### src/rtl/arr_sched_pkg.sv
// Shared types and constants for the core-memory array schedulers.
package arr_sched_pkg;

    // Scheduler FSM states.
    typedef enum logic [1:0] {
        StIdle,
        StIssue,
        StDrain,
        StFin
    } sched_state_e;

    // Bank select values carried in the core-memory address MSB.
    localparam logic BANK_WMEM  = 1'b0;
    localparam logic BANK_CACHE = 1'b1;

    // Width of the saturating stall counter.
    localparam int unsigned STALL_CNT_W = 16;

    // Increment that sticks at all-ones instead of wrapping.
    function automatic logic [STALL_CNT_W-1:0] sat_inc(input logic [STALL_CNT_W-1:0] v);
        return (&v) ? v : v + 1'b1;
    endfunction

endpackage

### src/rtl/cmem_rd_sched_if.sv
// Configuration, conflict-monitor and read-channel signals of the core-memory read scheduler.
interface cmem_rd_sched_if
    import arr_sched_pkg::*;
#(
    parameter int unsigned GBUS_ADDR = 16,
    parameter int unsigned LEN_W     = 12,
    parameter int unsigned STRIDE_W  = 8,
    parameter int unsigned PASS_W    = 4
);
    // Job configuration from the core controller.
    logic                   cfg_start;
    logic                   cfg_abort;
    logic [GBUS_ADDR-1:0]   cfg_base;
    logic [LEN_W-1:0]       cfg_len;
    logic [STRIDE_W-1:0]    cfg_stride;
    logic [PASS_W-1:0]      cfg_passes;

    // Competing traffic on the single-port memories.
    logic                   gbus_ren;
    logic                   gbus_wen;
    logic                   gbus_addr_msb;
    logic                   cmem_wen;
    logic                   cmem_waddr_msb;
    logic                   lbuf_almost_full;

    // Read channel and status.
    logic [GBUS_ADDR-1:0]   cmem_raddr;
    logic                   cmem_ren;
    logic                   busy;
    logic                   done;
    logic [STALL_CNT_W-1:0] stall_cycles;

    modport slave (
        input  cfg_start, cfg_abort, cfg_base, cfg_len, cfg_stride, cfg_passes,
        input  gbus_ren, gbus_wen, gbus_addr_msb, cmem_wen, cmem_waddr_msb, lbuf_almost_full,
        output cmem_raddr, cmem_ren, busy, done, stall_cycles
    );

    modport master (
        output cfg_start, cfg_abort, cfg_base, cfg_len, cfg_stride, cfg_passes,
        output gbus_ren, gbus_wen, gbus_addr_msb, cmem_wen, cmem_waddr_msb, lbuf_almost_full,
        input  cmem_raddr, cmem_ren, busy, done, stall_cycles
    );

endinterface

### src/rtl/sched_addr_gen.sv
// Strided, bank-preserving address counter with word index and pass counters.
module sched_addr_gen #(
    parameter int unsigned GBUS_ADDR = 16,
    parameter int unsigned LEN_W     = 12,
    parameter int unsigned STRIDE_W  = 8,
    parameter int unsigned PASS_W    = 4
) (
    input  logic                 clk,
    input  logic                 rst,
    input  logic                 load,
    input  logic                 advance,
    input  logic [GBUS_ADDR-1:0] cfg_base,
    input  logic [LEN_W-1:0]     cfg_len,
    input  logic [STRIDE_W-1:0]  cfg_stride,
    input  logic [PASS_W-1:0]    cfg_passes,
    output logic [GBUS_ADDR-1:0] addr,
    output logic                 last
);
    localparam int unsigned LOW_W = GBUS_ADDR - 1;

    logic                bank_q;
    logic [LOW_W-1:0]    base_low_q;
    logic [LOW_W-1:0]    low_q;
    logic [STRIDE_W-1:0] stride_q;
    logic [LEN_W-1:0]    len_q;
    logic [LEN_W-1:0]    idx_q;
    logic [PASS_W-1:0]   pass_q;
    logic [PASS_W-1:0]   last_pass_q;
    logic                pass_end;

    // End of pass and end of job, decoded from the counters.
    always_comb begin
        pass_end = (idx_q == len_q - 1'b1);
        last     = pass_end && (pass_q == last_pass_q);
        addr     = {bank_q, low_q};
    end

    // Counter state: load on start, step on each issued word.
    always_ff @(posedge clk) begin
        if (rst) begin
            bank_q      <= 1'b0;
            base_low_q  <= '0;
            low_q       <= '0;
            stride_q    <= '0;
            len_q       <= '0;
            idx_q       <= '0;
            pass_q      <= '0;
            last_pass_q <= '0;
        end else if (load) begin
            bank_q      <= cfg_base[GBUS_ADDR-1];
            base_low_q  <= cfg_base[LOW_W-1:0];
            low_q       <= cfg_base[LOW_W-1:0];
            stride_q    <= cfg_stride;
            len_q       <= cfg_len;
            idx_q       <= '0;
            pass_q      <= '0;
            // A pass count of zero runs a single pass.
            last_pass_q <= (cfg_passes == '0) ? '0 : cfg_passes - 1'b1;
        end else if (advance) begin
            if (pass_end) begin
                idx_q <= '0;
                low_q <= base_low_q;
                if (!last) begin
                    pass_q <= pass_q + 1'b1;
                end
            end else begin
                idx_q <= idx_q + 1'b1;
                // Low field wraps inside the bank; bank_q is never touched here.
                low_q <= low_q + LOW_W'(stride_q);
            end
        end
    end

endmodule

### src/rtl/cmem_rd_sched.sv
// Core-memory MAC read scheduler: streams strided WMEM/KV-cache reads into the LBUF,
// yielding to GBUS and write-back traffic and throttling on LBUF backpressure.
module cmem_rd_sched
    import arr_sched_pkg::*;
#(
    parameter int unsigned GBUS_ADDR = 16,
    parameter int unsigned LEN_W     = 12,
    parameter int unsigned STRIDE_W  = 8,
    parameter int unsigned PASS_W    = 4
) (
    input logic             clk,
    input logic             rst,
    cmem_rd_sched_if.slave  bus
);
    sched_state_e           state_q;
    sched_state_e           state_d;
    logic [GBUS_ADDR-1:0]   addr;
    logic                   last;
    logic                   bank;
    logic                   gbus_hit;
    logic                   wb_hit;
    logic                   stall;
    logic                   issue;
    logic                   load;
    logic [STALL_CNT_W-1:0] stall_q;

    sched_addr_gen #(
        .GBUS_ADDR (GBUS_ADDR),
        .LEN_W     (LEN_W),
        .STRIDE_W  (STRIDE_W),
        .PASS_W    (PASS_W)
    ) u_addr_gen (
        .clk        (clk),
        .rst        (rst),
        .load       (load),
        .advance    (issue),
        .cfg_base   (bus.cfg_base),
        .cfg_len    (bus.cfg_len),
        .cfg_stride (bus.cfg_stride),
        .cfg_passes (bus.cfg_passes),
        .addr       (addr),
        .last       (last)
    );

    // Conflict detection and read strobe, live from the competing requests.
    always_comb begin
        bank     = addr[GBUS_ADDR-1];
        gbus_hit = (bus.gbus_ren | bus.gbus_wen) & (bus.gbus_addr_msb == bank);
        // WMEM write-back uses a separate port, so only cache write-back collides.
        wb_hit   = bus.cmem_wen & (bus.cmem_waddr_msb == bank) & (bank == BANK_CACHE);
        stall    = bus.lbuf_almost_full | gbus_hit | wb_hit;
        issue    = (state_q == StIssue) & ~stall & ~bus.cfg_abort;
        load     = (state_q == StIdle) & bus.cfg_start;
    end

    // Next-state logic; start beats abort in IDLE, abort wins everywhere else.
    always_comb begin
        state_d = state_q;
        unique case (state_q)
            StIdle: begin
                if (bus.cfg_start) begin
                    // Zero-length jobs still pass through DRAIN so done lands at start+2.
                    state_d = (bus.cfg_len == '0) ? StDrain : StIssue;
                end
            end
            StIssue: begin
                if (bus.cfg_abort) begin
                    state_d = StIdle;
                end else if (issue && last) begin
                    state_d = StDrain;
                end
            end
            StDrain: begin
                state_d = bus.cfg_abort ? StIdle : StFin;
            end
            StFin: begin
                state_d = StIdle;
            end
            default: state_d = StIdle;
        endcase
    end

    // State register.
    always_ff @(posedge clk) begin
        if (rst) begin
            state_q <= StIdle;
        end else begin
            state_q <= state_d;
        end
    end

    // Saturating count of ISSUE cycles lost to conflicts or backpressure.
    always_ff @(posedge clk) begin
        if (rst) begin
            stall_q <= '0;
        end else if (load) begin
            stall_q <= '0;
        end else if ((state_q == StIssue) && stall) begin
            stall_q <= sat_inc(stall_q);
        end
    end

    // Output mapping.
    always_comb begin
        bus.cmem_ren     = issue;
        bus.cmem_raddr   = addr;
        bus.busy         = (state_q != StIdle);
        bus.done         = (state_q == StFin) & ~bus.cfg_abort;
        bus.stall_cycles = stall_q;
    end

endmodule

### src/flat_wrapper.sv
// flat-port wrapper written by rule: the top's interface ports become plain ports
module cmem_rd_sched_flat import arr_sched_pkg::*;
#(
    parameter int unsigned GBUS_ADDR = 16,
    parameter int unsigned LEN_W     = 12,
    parameter int unsigned STRIDE_W  = 8,
    parameter int unsigned PASS_W    = 4
)
  (clk, rst, bus_cfg_start, bus_cfg_abort, bus_cfg_base, bus_cfg_len, bus_cfg_stride, bus_cfg_passes, bus_gbus_ren, bus_gbus_wen, bus_gbus_addr_msb, bus_cmem_wen, bus_cmem_waddr_msb, bus_lbuf_almost_full, bus_cmem_raddr, bus_cmem_ren, bus_busy, bus_done, bus_stall_cycles);
  cmem_rd_sched_if #(.GBUS_ADDR(GBUS_ADDR), .LEN_W(LEN_W), .STRIDE_W(STRIDE_W), .PASS_W(PASS_W)) bus_i ();
  input logic clk;
  input logic rst;
  input wire logic [$bits(bus_i.cfg_start)-1:0] bus_cfg_start;
  input wire logic [$bits(bus_i.cfg_abort)-1:0] bus_cfg_abort;
  input wire logic [$bits(bus_i.cfg_base)-1:0] bus_cfg_base;
  input wire logic [$bits(bus_i.cfg_len)-1:0] bus_cfg_len;
  input wire logic [$bits(bus_i.cfg_stride)-1:0] bus_cfg_stride;
  input wire logic [$bits(bus_i.cfg_passes)-1:0] bus_cfg_passes;
  input wire logic [$bits(bus_i.gbus_ren)-1:0] bus_gbus_ren;
  input wire logic [$bits(bus_i.gbus_wen)-1:0] bus_gbus_wen;
  input wire logic [$bits(bus_i.gbus_addr_msb)-1:0] bus_gbus_addr_msb;
  input wire logic [$bits(bus_i.cmem_wen)-1:0] bus_cmem_wen;
  input wire logic [$bits(bus_i.cmem_waddr_msb)-1:0] bus_cmem_waddr_msb;
  input wire logic [$bits(bus_i.lbuf_almost_full)-1:0] bus_lbuf_almost_full;
  output wire logic [$bits(bus_i.cmem_raddr)-1:0] bus_cmem_raddr;
  output wire logic [$bits(bus_i.cmem_ren)-1:0] bus_cmem_ren;
  output wire logic [$bits(bus_i.busy)-1:0] bus_busy;
  output wire logic [$bits(bus_i.done)-1:0] bus_done;
  output wire logic [$bits(bus_i.stall_cycles)-1:0] bus_stall_cycles;
  assign bus_i.cfg_start = bus_cfg_start;
  assign bus_i.cfg_abort = bus_cfg_abort;
  assign bus_i.cfg_base = bus_cfg_base;
  assign bus_i.cfg_len = bus_cfg_len;
  assign bus_i.cfg_stride = bus_cfg_stride;
  assign bus_i.cfg_passes = bus_cfg_passes;
  assign bus_i.gbus_ren = bus_gbus_ren;
  assign bus_i.gbus_wen = bus_gbus_wen;
  assign bus_i.gbus_addr_msb = bus_gbus_addr_msb;
  assign bus_i.cmem_wen = bus_cmem_wen;
  assign bus_i.cmem_waddr_msb = bus_cmem_waddr_msb;
  assign bus_i.lbuf_almost_full = bus_lbuf_almost_full;
  assign bus_cmem_raddr = bus_i.cmem_raddr;
  assign bus_cmem_ren = bus_i.cmem_ren;
  assign bus_busy = bus_i.busy;
  assign bus_done = bus_i.done;
  assign bus_stall_cycles = bus_i.stall_cycles;
  cmem_rd_sched #(.GBUS_ADDR(GBUS_ADDR), .LEN_W(LEN_W), .STRIDE_W(STRIDE_W), .PASS_W(PASS_W)) u_core (.clk(clk), .rst(rst), .bus(bus_i));
endmodule
### config.mk
export PLATFORM = sky130hd
export DESIGN_NAME = cmem_rd_sched_flat
export DESIGN_NICKNAME = d
export VERILOG_FILES = /design/src/rtl/arr_sched_pkg.sv /design/src/rtl/cmem_rd_sched_if.sv /design/src/rtl/sched_addr_gen.sv /design/src/rtl/cmem_rd_sched.sv /design/src/flat_wrapper.sv
export SDC_FILE = /design/constraint.sdc
export NUM_CORES = 1
export LEC_CHECK = 0
export BUFFER_PORTS_ARGS = -buffer_cell sky130_fd_sc_hd__buf_2
export CORE_ASPECT_RATIO = 1.5
export CORE_MARGIN = 5
export CORE_UTILIZATION = 45
export DETAILED_ROUTE_END_ITERATION = 7
export GPL_ROUTABILITY_DRIVEN = 0
export HOLD_SLACK_MARGIN = 0.12
export PLACE_DENSITY = 0.63
export SLEW_MARGIN = 20
export SYNTH_ARGS = -nofsm -noshare
export SYNTH_HDL_FRONTEND = slang
export SYNTH_SLANG_ARGS = --single-unit
### constraint.sdc
create_clock -name clk -period 4.45 [get_ports clk]
set_clock_uncertainty 0.1 [all_clocks]
set_input_delay 0.6675 -clock clk [delete_from_list [all_inputs] [get_ports clk]]
set_output_delay 0.6675 -clock clk [all_outputs]
set_load 0.05 [all_outputs]
==> run metrics <==
Power Total 0.00217 W; Synth Area in Adders 3.58%; first-pass GRT wire length 19,800 um; Reg power frac 41.4%; pwr/cell area 390 nW/um^2; Main synth FF type dfxtp_1; FF-to-FF End u_core.u_addr_gen.low_q[14]; final hold vios 0; Sw Pwr 0.000668 W; Chip Width 93.9 um; clk sinks 89; FP Rows 46; Critical R2R Launch u_core.u_addr_gen.len_q[0]; Reg clk slew, reported paths 0.07 ns; cell total after placement 796; CTS tree yes; hpwl dp 8740 um; initial antenna violation count 0; most common cell after layout, fill and taps aside nand2_1; syn nets 659; Tmin final 2.97 ns; Core Area 10,500 sq um; Setup crit start kind register; IO Pins 85; Hold Path Stages 2; Starting DRT DRC Count 118; number of synthesized flops with an enable pin 0; largest net degree at the start of global routing 57; hold_sp u_core.u_addr_gen.base_low_q[7]; GR Overflow Total 0; count of final setup violators 0; DRT Pass-1 Iters 4; part of the cycle the worst path needs 66.7%; Root Driver clkbuf_16; Logic pwr share 21.0%; Power Internal 0.00150 W; Max VDD drop 0.237 mV; Setup CP Type reg -> reg; cts hold-fix bufs 0; Die H 136 um; Yosys warning count 0; setup bufs post-CTS 0; total wire length 12,400 um; Mapped Cells 596; dpl ws 1.49 ns; via count 4,469; r2r setup slk 1.48 ns; unique cell type count in the Yosys netlist 58; Routed wire per std cell 15.2 um; Post-synth ARST share 0%; Fmax 337 MHz; layout cells sized above 1 18.3%; Inserted Clock Buffers 9; commonest cells after routing, fill and taps aside nand2_1, dfxtp_1, buf_2, a21oi_1, nor2_1; H-tree lvl count 3; setup repair after global routing missed its margin no; post-synthesis xor/xnor area fraction 9.04%; mux cell area share after synthesis 4.24%; Net Sw Frac 30.8%; Worst Tran Pin Value 1.02 ns; Register-to-Register Path Depth 9; Leak 2.26 nW; Max Buffers Root-to-Sink 2; endpoint type of the worst setup path register; sequential-to-total area share from yosys stat 37.5%; Setup WS post-layout 1.48 ns; crit path DAT 3.12 ns; post_cts resized 0; full die area 12,800 sq um; Synth Area in Simple Gates 25.7%; max-cap viol count 0; Max Slew Vio Count 0; ant diodes 0; fin cells 812; Layout area overhead 17.2%; Routed Antenna Nets 0; Vias/cell 5.50; vias in the first global route 4,257; Worst EP required 4.60 ns; Cell Area, Synth 4750 sq um; DRC viols 0; Layout Nets 726; Hold Path Sink u_core.u_addr_gen.base_low_q[7]; Hold WC Path Type reg -> reg; initial core utilization 45.3%; post-synthesis compound-gate area fraction 15.6%; Fin Setup TNS 0 ns; Avg Cell Area, Syn 7.97 sq um; Fillers 1,048; largest family of logic cells by synthesized area simple AND/OR/NAND/NOR gates; clk_lat worst skew 0.35 ns; Yosys reg bits 89; Tot GR Track Use 19.3%; CP Max Fanout 15; max_slew headroom 31.8%; IO buf count 84; clock share of power 37.6%; status finished, final reports clean
power by group through the flow:
stage          combinational [W]  clock, W  sequential (W)
6_report                0.000454  0.000816        0.000898
3_3_place_gp            0.000444         0        0.000915
2_1_floorplan           0.000277         0        0.000966
4_1_cts                 0.000458  0.000830        0.000898
3_5_place_dp            0.000452         0        0.000915
5_1_grt                 0.000498  0.000862        0.000906
cell type report:
cell class	count	area (sq um)	share of cell area, %
sequential	89	1780	32.0
timing repair buffer	89	458	8.23
inverter	15	56.3	1.01
tap	144	180	3.24
multi-input combinational	459	2770	49.8
clock inverter	7	93.8	1.69
clock buffer	9	225	4.05
cells in the mapped netlist (all sizes together) (14+ instances only):
library cell | instances | area (sq um)
nand2 | 98 | 368
dfxtp | 89 | 1780
a21oi | 56 | 284
nor2 | 54 | 203
clkbuf | 27 | 101
xnor2 | 25 | 219
xor2 | 24 | 210
mux2i | 19 | 190
nand3 | 19 | 95.1
o21ai | 17 | 85.1
inv | 15 | 56.3
nor3 | 15 | 75.1
nand4 | 14 | 87.6
cell families after synthesis:
family,after synthesis
multiplexers,20
flip-flops,89
buffers and inverters,48
AND/OR/NAND/NOR,257
adder cells (fa/ha/maj),13
AO/OA/AOI/OAI,120
XOR/XNOR,49
per-stage QoR:
stage	util, %	instance area, sq um	hold WS (ns)
after CTS	53.1	5570	0.357
after global routing	53.1	5570	0.376
after global placement	50.1	5250	0.342
after detailed placement	50.1	5250	0.348
final	53.1	5570	0.355
after floorplan	-	4750	0.336
flip-flops by register name, indices dropped and copies added, names as in the netlist, 2 cells and up:
signal and cells:
u_core.bus.stall_cycles 16, u_core.state_q 2, u_core.u_addr_gen.base_low_q 15, u_core.u_addr_gen.idx_q 12
u_core.u_addr_gen.last_pass_q 4, u_core.u_addr_gen.len_q 12, u_core.u_addr_gen.low_q 15, u_core.u_addr_gen.pass_q 4
u_core.u_addr_gen.stride_q 8
worst max-delay path, stage by stage (launching register included):
cell and delay, ns:
dfxtp_1 0.35, inv_1 0.07, ha_1 0.21, nor3b_1 0.30, xnor2_1 0.15, nand3_1 0.11
nor4_1 0.26, and3_1 0.85, mux2i_1 0.18, a211oi_1 0.28
metal layers:
metal  vias up  wire (um)  part of all wire, %  global-route usage (%)
met3        15        515                  4.2                    2.77
met5         -          0                    0                       0
met1      2123       4980                   40                    20.9
met2        98       6610                   53                    36.2
li1       2233          -                    -                       -
met4         0        262                  2.1                    8.67
worst max path at each step:
stage / from / to / slack (ns) / depth (start not counted)
CTS: u_core.u_addr_gen.len_q[0] / u_core.u_addr_gen.low_q[14] / 1.43 / 9
finish: u_core.u_addr_gen.len_q[0] / u_core.u_addr_gen.low_q[14] / 1.48 / 9
detailed placement: bus_gbus_wen / u_core.u_addr_gen.pass_q[1] / 1.49 / 10
global route: u_core.u_addr_gen.len_q[0] / u_core.u_addr_gen.low_q[3] / 1.23 / 9
global placement: bus_gbus_wen / u_core.u_addr_gen.idx_q[8] / 1.58 / 11
floorplan: bus_gbus_wen / bus_cmem_ren / 1.23 / 8
(Power assumes the default switching activity.)
